**src/rtl/reg_bank_writer.sv**
```systemverilog
// Write side of the CPU register file.
// Holds sixteen 16-bit registers, accepts byte-enabled single-register writes
// over valid/ready, and provides a sequenced clear-all (one register per cycle).
// Optional build macro: REGBANK_R0_ZERO_EN -- r0 reads as zero, writes to it
// are acknowledged but dropped, and the clear sequence skips it.
module reg_bank_writer #(
  parameter int DATA_W   = 16,
  parameter int NUM_REGS = 16
) (
  input  logic              clk,
  input  logic              rst,
  input  logic              wr_valid,
  output logic              wr_ready,
  input  logic [3:0]        wr_sel,
  input  logic [DATA_W-1:0] wr_data,
  input  logic [1:0]        wr_be,
  output logic              wr_ack,
  input  logic              clr_req,
  output logic              clr_busy,
  output logic [DATA_W-1:0] r0,
  output logic [DATA_W-1:0] r1,
  output logic [DATA_W-1:0] r2,
  output logic [DATA_W-1:0] r3,
  output logic [DATA_W-1:0] r4,
  output logic [DATA_W-1:0] r5,
  output logic [DATA_W-1:0] r6,
  output logic [DATA_W-1:0] r7,
  output logic [DATA_W-1:0] r8,
  output logic [DATA_W-1:0] r9,
  output logic [DATA_W-1:0] r10,
  output logic [DATA_W-1:0] r11,
  output logic [DATA_W-1:0] r12,
  output logic [DATA_W-1:0] r13,
  output logic [DATA_W-1:0] r14,
  output logic [DATA_W-1:0] r15
);

  localparam logic [0:0] ST_IDLE  = 1'b0;
  localparam logic [0:0] ST_CLEAR = 1'b1;

`ifdef REGBANK_R0_ZERO_EN
  // r0 is hardwired, so neither writes nor the clear walk touch it.
  localparam logic [3:0] FIRST_CLR = 4'd1;
  localparam bit         R0_ZERO   = 1'b1;
`else
  localparam logic [3:0] FIRST_CLR = 4'd0;
  localparam bit         R0_ZERO   = 1'b0;
`endif

  logic [DATA_W-1:0] regs_q [NUM_REGS];
  logic [DATA_W-1:0] regs_d [NUM_REGS];
  logic [0:0]        state_q, state_d;
  logic [3:0]        idx_q, idx_d;
  logic              wr_ack_q;
  logic              accept;
  logic              sel_writable;

  // A pending clear request blocks a same-cycle write.
  assign wr_ready     = (state_q == ST_IDLE) && !clr_req;
  assign accept       = wr_valid && wr_ready;
  assign sel_writable = !(R0_ZERO && (wr_sel == 4'd0));

  // Next state of the clear sequencer.
  always_comb begin
    // NOTE: every variable gets a default before any branch, so no path leaves
    // it unassigned and no latch is inferred.
    state_d = state_q;
    idx_d   = idx_q;
    case (state_q)
      ST_IDLE: begin
        if (clr_req) begin
          state_d = ST_CLEAR;
          idx_d   = FIRST_CLR;
        end
      end
      ST_CLEAR: begin
        if (idx_q == 4'd15) begin
          state_d = ST_IDLE;
          idx_d   = 4'd0;
        end else begin
          idx_d = idx_q + 4'd1;
        end
      end
      default: begin
        state_d = ST_IDLE;
        idx_d   = 4'd0;
      end
    endcase
  end

  // Next register contents: byte-merged write or the current clear step.
  always_comb begin
    // NOTE: combinational blocks use blocking '=' so later statements see the
    // values assigned earlier in the same block.
    for (int i = 0; i < NUM_REGS; i++) begin
      regs_d[i] = regs_q[i];
    end
    if (accept && sel_writable) begin
      if (wr_be[0]) regs_d[wr_sel][7:0]        = wr_data[7:0];
      if (wr_be[1]) regs_d[wr_sel][DATA_W-1:8] = wr_data[DATA_W-1:8];
    end
    // Writes and clear steps are mutually exclusive: ready is low in CLEAR.
    if (state_q == ST_CLEAR) begin
      regs_d[idx_q] = '0;
    end
  end

  // State, index, acknowledge and register file flops.
  always_ff @(posedge clk or posedge rst) begin
    // NOTE: sequential blocks use non-blocking '<=' so all flops update from
    // the same pre-edge values. The register file is reset too: its contents
    // are architecturally visible and must read as zero after reset.
    if (rst) begin
      state_q  <= ST_IDLE;
      idx_q    <= 4'd0;
      wr_ack_q <= 1'b0;
      for (int i = 0; i < NUM_REGS; i++) begin
        regs_q[i] <= '0;
      end
    end else begin
      state_q  <= state_d;
      idx_q    <= idx_d;
      wr_ack_q <= accept;
      for (int i = 0; i < NUM_REGS; i++) begin
        regs_q[i] <= regs_d[i];
      end
    end
  end

  assign wr_ack   = wr_ack_q;
  assign clr_busy = (state_q == ST_CLEAR);

`ifdef REGBANK_R0_ZERO_EN
  assign r0 = '0;
`else
  assign r0 = regs_q[0];
`endif
  assign r1  = regs_q[1];
  assign r2  = regs_q[2];
  assign r3  = regs_q[3];
  assign r4  = regs_q[4];
  assign r5  = regs_q[5];
  assign r6  = regs_q[6];
  assign r7  = regs_q[7];
  assign r8  = regs_q[8];
  assign r9  = regs_q[9];
  assign r10 = regs_q[10];
  assign r11 = regs_q[11];
  assign r12 = regs_q[12];
  assign r13 = regs_q[13];
  assign r14 = regs_q[14];
  assign r15 = regs_q[15];

endmodule

```
**config.mk**
```make
export PLATFORM = sky130hd
export DESIGN_NAME = reg_bank_writer
export DESIGN_NICKNAME = d
export VERILOG_FILES = /design/src/rtl/reg_bank_writer.sv
export SDC_FILE = /design/constraint.sdc
export NUM_CORES = 1
export LEC_CHECK = 0
export ABC_CLOCK_PERIOD_IN_PS = 13400
export BUFFER_PORTS_ARGS = -buffer_cell sky130_fd_sc_hd__buf_4
export CORE_MARGIN = 5
export CORE_UTILIZATION = 55
export CTS_CLUSTER_DIAMETER = 150
export CTS_CLUSTER_SIZE = 25
export DETAILED_ROUTE_END_ITERATION = 12
export GPL_ROUTABILITY_DRIVEN = 1
export GPL_TIMING_DRIVEN = 0
export PLACE_DENSITY = 0.82
export SYNTH_ARGS = -nofsm -noshare
export SYNTH_HDL_FRONTEND = slang
export SYNTH_SLANG_ARGS = --single-unit
export TNS_END_PERCENT = 100
```
**constraint.sdc**
```tcl
create_clock -name clk -period 13.4 [get_ports clk]
set_input_delay 0.67 -clock clk [delete_from_list [all_inputs] [get_ports clk]]
set_output_delay 0.67 -clock clk [all_outputs]
set_load 0.01 [all_outputs]
```
# Word level (Yosys, flattened, before mapping)
# Cells that the tools add are included.
# classes
n_addsub,1
order_cmp,4
eq_ne,2
muxes,19
bitwise_logic,5
reduce_logical,5
# ops
op,count
$mux 256,5
$bwmux 256,2
$and 256x256->256,1
$not 256->256,1
$demux 16 s4,3
$mux 16,2
$ge 5x5->1 const B,2
$lt 5x1->1 const B,2
$not 4->5,2
$mux 4,2
$mux 8,1
$pmux 4 s2,1
$add 4x1->4 const B,1
$eq 4x4->1 const B,1
$logic_and 1x1->1,4
$mux 1,2
$ne 2x2->1 const B,1
$pmux 1 s2,1
$logic_not 1->1,1
$not 1->1,1
# totals
ff_bits,262
in_bits,26
output_inout_bits,259
wordCells,55

# Logic depth before layout (Yosys ltp)
# Gate-level depths: netlist (run 1).
# depth
word_depth,13
depth_mapped,7
mapped_depth_nobuf,5

# Worst setup path after synthesis (run 1)
# Ideal clock, no wire load.
# synth_timing
kind,input to register
startpoint,in wr_sel[0]
endpoint,reg regs_q (netlist bit r4[11])
setup_time_ns,0.128
arrival_ns,1.765
t_required_ns,13.272
setup_slack_ns,11.507
stages,5
n_path_buf,2
path_cell_list,buf_4 buf_6 or4b_4 nor2_4 o21ai_0
# synth_rtl
element,line_no,text
"start, declared",14,"input logic [3:0] wr_sel,"
"end signal, assigned by index",125,regs_q[i] <= regs_d[i];
"end, declared",50,logic [DATA_W-1:0] regs_q [NUM_REGS];

# Worst setup path after layout (run 1)
# layout_timing
startpoint,reg state_q (netlist: clr_busy)
endpoint,out wr_ready
# layout_between
elab_chain_len,2
# layout_rtl
element,line_no,text
"start, declared",52,"logic [0:0] state_q, state_d;"
"start signal, assigned",121,state_q <= state_d;
$not 1->1,n/a,
$logic_and 1x1->1,59,assign wr_ready = (state_q == ST_IDLE) && !clr_req;
"end, declared",13,"output logic wr_ready,"
# Every way passes these cells.

==> results of run 1 <==
==> layout make-up <==
class,count,area [sq um],area share
Buffer,140,643,0.0441
Clock buffer,15,375,0.0258
Clock inverter,1,16.3,0.00112
Inverter,4,22.5,0.00155
Multi-Input combinational cell,870,4560,0.313
Sequential cell,262,6560,0.450
Tap cell,275,344,0.0236
Timing Repair Buffer,269,2060,0.141
==> power groups by stage <==
stage                     clock network (mW)  logic [mW]  registers, mW
after global routing                   0.481        1.20           1.33
after global placement                     0        1.07           1.31
after detailed placement                   0        1.10           1.31
final                                  0.461        1.11           1.31
after floorplan                            0       0.358           1.38
after CTS                              0.460        1.10           1.30
==> stage by stage <==
step / utilization / cell area, sq um
after detailed placement: 0.675 / 14200
after floorplan: - / 11800
final: 0.693 / 14600
after CTS: 0.693 / 14600
after global routing: 0.693 / 14600
after global placement: 0.672 / 14100
==> synth_stat cells, types with 2 or more instances <==
cell type | n | area (sq um)
a21boi_0 | 2 | 15.0
a21boi_1 | 5 | 37.5
a21oi_1 | 7 | 35.0
and4b_1 | 3 | 30.0
and4bb_2 | 2 | 25.0
buf_1 | 2 | 7.51
buf_2 | 36 | 180
buf_4 | 11 | 82.6
buf_6 | 4 | 45.0
clkbuf_1 | 86 | 323
dfrtp_1 | 262 | 6560
ha_1 | 4 | 50.1
inv_1 | 4 | 15.0
nand2_1 | 247 | 927
nand3_1 | 178 | 891
nand4_1 | 84 | 526
nand4b_1 | 8 | 70.1
nand4b_2 | 2 | 30.0
nand4bb_1 | 12 | 135
nor2_1 | 24 | 90.1
nor2_4 | 7 | 78.8
nor2b_1 | 2 | 12.5
nor4b_4 | 2 | 47.6
nor4bb_1 | 8 | 80.1
o21ai_0 | 236 | 1180
o21ai_1 | 23 | 115
or4b_4 | 3 | 41.3
==> logic make-up after synthesis <==
| family | after synthesis | synth area share |
|---|---|---|
| AOI/OAI and AO/OA | 276 | 0.120 |
| adders and majority gates | 4 | 0.00425 |
| buffers and inverters | 144 | 0.0559 |
| DFF | 262 | 0.557 |
| and+or+nand+nor | 590 | 0.263 |
==> worst max-delay path, stage by stage, from the launching register on <==
cell and delay (ns):
dfrtp_1 0.42, buf_4 0.18, buf_6 0.15, buf_2 0.18, nor2_1 0.48, buf_4 0.23
==> worst max-delay path by stage <==
stage	slack, ns	end	cells after the start
3_3_place_gp	2.82	r9[13]	2
4_1_cts	10.62	wr_ready	5
6_report	10.60	wr_ready	5
2_1_floorplan	5.52	clr_busy	1
3_5_place_dp	10.83	r14[15]	4
5_1_grt	10.59	wr_ready	5
==> routing by layer <==
layer	wire (um)	global-route usage	vias to the layer above
li1	-	-	5013
met1	15900	0.490	5635
met2	20200	0.537	941
met3	6230	0.0868	150
met4	2380	0.152	0
met5	0	0	-
==> summary.txt, run 1 <==
Syn Nets = 1306
Slew headroom = 0.178
CTS hold repair buffers = 0
Max H-tree Level = 1
WL/cell = 24.4 um
Most frequent cells in the layout = buf_4, dfrtp_1, nand2_1
Post-route DRC = 0
Number of top-level pins = 285
Skew final = 0.0192 ns
WS Path Type = register to output port
VDD IR max = 0.125 mV
Fmax = 357 MHz
Worst Reg-to-Reg Cells = 5
Clk_lat worst skew = 0.49 ns
Pin count of the biggest net entering global routing = 124
Area of the mapped netlist = 0.0118 sq mm
R2R setup slack = 11.22 ns
Ys async rst share = 1.00
Full die area = 0.0244 sq mm
Fillers = 1692
Critical Path Source = clr_busy
Ant diodes = 0
Pwr Density = 197 mW/mm^2
CORE AREA = 0.0210 sq mm
Status = complete, no violations
Drt pass-1 iters = 6
Mapped Cells = 1276
Pins Over Slew Limit = 0
Startpoint types = register
Final Critical Period = 2.80 ns
Clock network fraction of total power = 0.160
Crit Path Max Fanout = 10
HP Class = input port to asynchronous set/reset pin
Post-DP HPWL = 31200 um
Leak = 6.66 nW
DRT iter0 DRCs = 1427
Ys Warns = 0
Final setup fails = 0
Sequential-to-total area share from yosys stat = 0.557
Yosys cell types = 39
GRT Residual Overflow = 0
Port buffer count = 267
Die width = 156 um
Setup WS pre-CTS = 10.83 ns
Synth Area per Inst = 9.23 sq um
Total Routing Usage GR = 0.354
CTS buffer count = 14
Req. time, crit path = 12.73 ns
Clock Sink Count = 262
Clock Tree Root = clkbuf_16
Most common cell after layout, fill and taps aside = buf_4
GP Congestion = 0.940
Postcts setup bufs = 0
Fin Hold WS = 0.156 ns
Non-Filler Instances = 1836
Endpoint type of the worst setup path = output port
Final Cycle Share = 0.209
CTS tree = done
Clk buf depth = 3
Layout cells sized above 1 = 0.230
Clock slew seen by the registers of the worst setup and hold paths = 0.10 ns
Worst slew pin tran = 1.23 ns
Logic pwr share = 0.385
Design Power = 2.88 mW
Post-CTS Resized = 0
Initial antenna violation count = 0
Seq cells post-synth = 262
Max Cap Viol = 0
Cell total after placement = 1820
Part of the power in registers = 0.455
Die Y-Extent = 156 um
Power Internal = 1.79 mW
Setup TNS = 0 ns
RSZ-0062 raised after global routing = no
Fin. Hold Viols = 0
RR Endpoint = r0[0]
Vias per inst = 6.39
Switching Fraction = 0.378
Number of global-route vias before repair = 11219
Worst EP arrival = 2.13 ns
Remaining antenna violation count = 0
Layout area overhead = 23.8%
Fin nets = 1591
Via count = 11739
Total Wirelength = 44800 um
Psw = 1.09 mW
EDFF count, synth = 0
Reg2reg start = clr_busy
# rows = 53
Initial Util = 0.560
Fin worst setup slack = 10.60 ns
Global-route wire length before repair = 66200 um
Synth Flop Type = dfrtp_1
No activity file was read; power rests on OpenSTA's default activity.
==> run 2, diff against run 1 <==
--- a/config.mk
+++ b/config.mk
@@ -5,16 +5,16 @@
 export SDC_FILE = /design/constraint.sdc
 export NUM_CORES = 1
 export LEC_CHECK = 0
-export ABC_CLOCK_PERIOD_IN_PS = 13400
+export ABC_CLOCK_PERIOD_IN_PS = 2300
 export BUFFER_PORTS_ARGS = -buffer_cell sky130_fd_sc_hd__buf_4
 export CORE_MARGIN = 5
-export CORE_UTILIZATION = 55
+export CORE_UTILIZATION = 49
 export CTS_CLUSTER_DIAMETER = 150
 export CTS_CLUSTER_SIZE = 25
 export DETAILED_ROUTE_END_ITERATION = 12
 export GPL_ROUTABILITY_DRIVEN = 1
 export GPL_TIMING_DRIVEN = 0
-export PLACE_DENSITY = 0.82
+export PLACE_DENSITY = 0.77
 export SYNTH_ARGS = -nofsm -noshare
 export SYNTH_HDL_FRONTEND = slang
 export SYNTH_SLANG_ARGS = --single-unit
==> constraint.sdc (replaced) <==
create_clock -name clk -period 2.3 [get_ports clk]
set_input_delay 0.115 -clock clk [delete_from_list [all_inputs] [get_ports clk]]
set_output_delay 0.115 -clock clk [all_outputs]
set_load 0.01 [all_outputs]
==> run 2 against run 1 <==
Total power grew to 5.8 times the previous value. Sequential power grew to 5.8 times the previous value. Wire length is 2.5% higher. Register-to-register slack worse by 11 ns. Largest power group unchanged.
==> summary.txt, run 2 (synthesized netlist as in run 1, its figures left out) <==
Status = complete, no violations
Crit Path Max Fanout = 10
GRT Residual Overflow = 0
Cell Chain, Critical Path = buf_4 -> buf_6 -> nand4bb_1 -> nor2_1 -> o21ai_0
Logic pwr share = 0.388
Layout cells sized above 1 = 0.234
# rows = 56
Part of the power in registers = 0.451
WL met3 = 5540 um
Clock Sink Count = 262
Setup TNS = 0 ns
Total Routing Usage GR = 0.328
Die width = 165 um
Number of top-level pins = 285
Final setup fails = 0
HP Class = input port to register
Largest delay share family, worst path = simple AND/OR/NAND/NOR gates
Pwr Density = 1140 mW/mm^2
GP Congestion = 0.981
Ant diodes = 0
Design area = 0.0147 sq mm
Die Y-Extent = 165 um
Most frequent cells in the layout = buf_4, dfrtp_1, nand2_1
WS Path Type = register to register
CTS tree = done
Fillers = 2047
Leak = 6.69 nW
Pin count of the biggest net entering global routing = 43
Post-route DRC = 0
Drt pass-1 iters = 6
Post-layout util = 0.625
Buf/Inv on CP = 2
Fmax = 448 MHz
VDD IR max = 0.648 mV
Startpoint types = register
RSZ-0062 raised after global routing = yes
Critical Path Max Stage Delay = 0.60 ns
Slew headroom = 0.155
Met1 wire length = 17700 um
Clock Tree Root = clkbuf_16
Initial antenna violation count = 0
Vias per inst = 6.11
Post-DP HPWL = 32200 um
Worst slew pin tran = 1.27 ns
Final Critical Period = 2.23 ns
Fin. Hold Viols = 0
Global-route wire length before repair = 67300 um
Placed Instance Area = 0.0143 sq mm
Clock slew seen by the registers of the worst setup and hold paths = 0.11 ns
CTS buffer count = 14
Total Wirelength = 45900 um
Met2 wire length = 20600 um
Final Cycle Share = 0.970
Endpoint type of the worst setup path = register
Initial Util = 0.500
Slowest CP cell = nor2_1
Skew final = 0.0227 ns
Pins Over Slew Limit = 0
Max Cap Viol = 0
Switching Fraction = 0.379
Req. time, crit path = 2.65 ns
Number of global-route vias before repair = 11083
Clock network fraction of total power = 0.160
Via count = 11521
Fin nets = 1596
DRT iter0 DRCs = 1439
Clk_lat worst skew = 0.50 ns
CORE AREA = 0.0235 sq mm
Layout area overhead = 24.9%
Full die area = 0.0272 sq mm
Worst EP arrival = 2.58 ns
Remaining antenna violation count = 0
Top sig layer = met4
WL/cell = 24.4 um
Power Internal = 10.4 mW
Psw = 6.38 mW
Port buffer count = 267
Most common cell after layout, fill and taps aside = buf_4
Clk buf depth = 3
Max H-tree Level = 1
==> run 2: changes by cell type in the layout (fill, tap and decap cells not counted) <==
cell and change:
nor2_2 +2, nor2_1 -2, clkinvlp_4 +1, clkbuf_1 -1
dlygate4sd3_1 +1, buf_16 -2, clkbuf_2 +1, buf_12 +6
inv_8 -1
==> run 2: power by group through the flow <==
stage | clock network [mW] | logic, mW | registers [mW]
after detailed placement | 0 | 6.50 | 7.59
after floorplan | 0 | 2.09 | 8.07
final | 2.70 | 6.53 | 7.59
after CTS | 2.71 | 6.52 | 7.55
after global routing | 2.89 | 7.09 | 7.74
after global placement | 0 | 6.28 | 7.61
==> run 2: layout make-up <==
type | count | area, sq um | share of cell area
inverter | 4 | 18.8 | 0.00128
clock buffer | 15 | 375 | 0.0255
timing repair buffer | 274 | 2130 | 0.145
clock inverter | 1 | 16.3 | 0.00111
multi-input combinational | 870 | 4560 | 0.310
buffer | 140 | 644 | 0.0438
tap | 319 | 399 | 0.0271
sequential | 262 | 6560 | 0.446
==> run 2: path summary, 6_finish.rpt <==
path | startpoint | to | slack, ns | cells past startpoint
worst max-delay path | clr_busy | r7[3] | 0.07 | 5
worst min-delay path | wr_valid | wr_ack | 0.06 | 3
worst max register to register | clr_busy | r7[3] | 0.07 | 5
worst min register to register | r4[10] | r4[10] | 0.52 | 2
max in group asynchronous | rst | r10[5] | 0.82 | 6
min in group asynchronous | rst | r4[10] | 0.27 | 3
==> run 2: stage by stage <==
step	std cells	hold slack (ns)	worst slack (ns)	power [mW]
finish	1885	0.0619	0.0689	16.8
global route	1885	0.0731	-0.0222	17.7
CTS	1885	0.0442	0.130	16.8
detailed placement	1868	0.255	0.178	14.1
global placement	1862	0.507	-2.76	13.9
floorplan	1276	0.412	-1.27	10.2
==> run 2: worst register-to-register path, delay by kind of cell (launching register included) <==
family | cells | cell delay, ns
AOI/OAI and AO/OA | 1 | 0.20
buffers and inverters | 2 | 0.33
DFF | 1 | 0.40
and+or+nand+nor | 2 | 1.16
==> run 2: metal layers <==
layer | global-route usage | vias to the layer above
met3 | 0.0978 | 120
met2 | 0.499 | 761
li1 | - | 5040
met1 | 0.446 | 5600
met4 | 0.126 | 0
met5 | 0 | -
==> run 2: repair_timing <==
action                                  CTS  global route
gates resized for setup                   0             4
endpoints found under the setup margin    0            14
hold endpoints to repair                 28             0
setup buffers                             0             0
hold buffers                              1             0
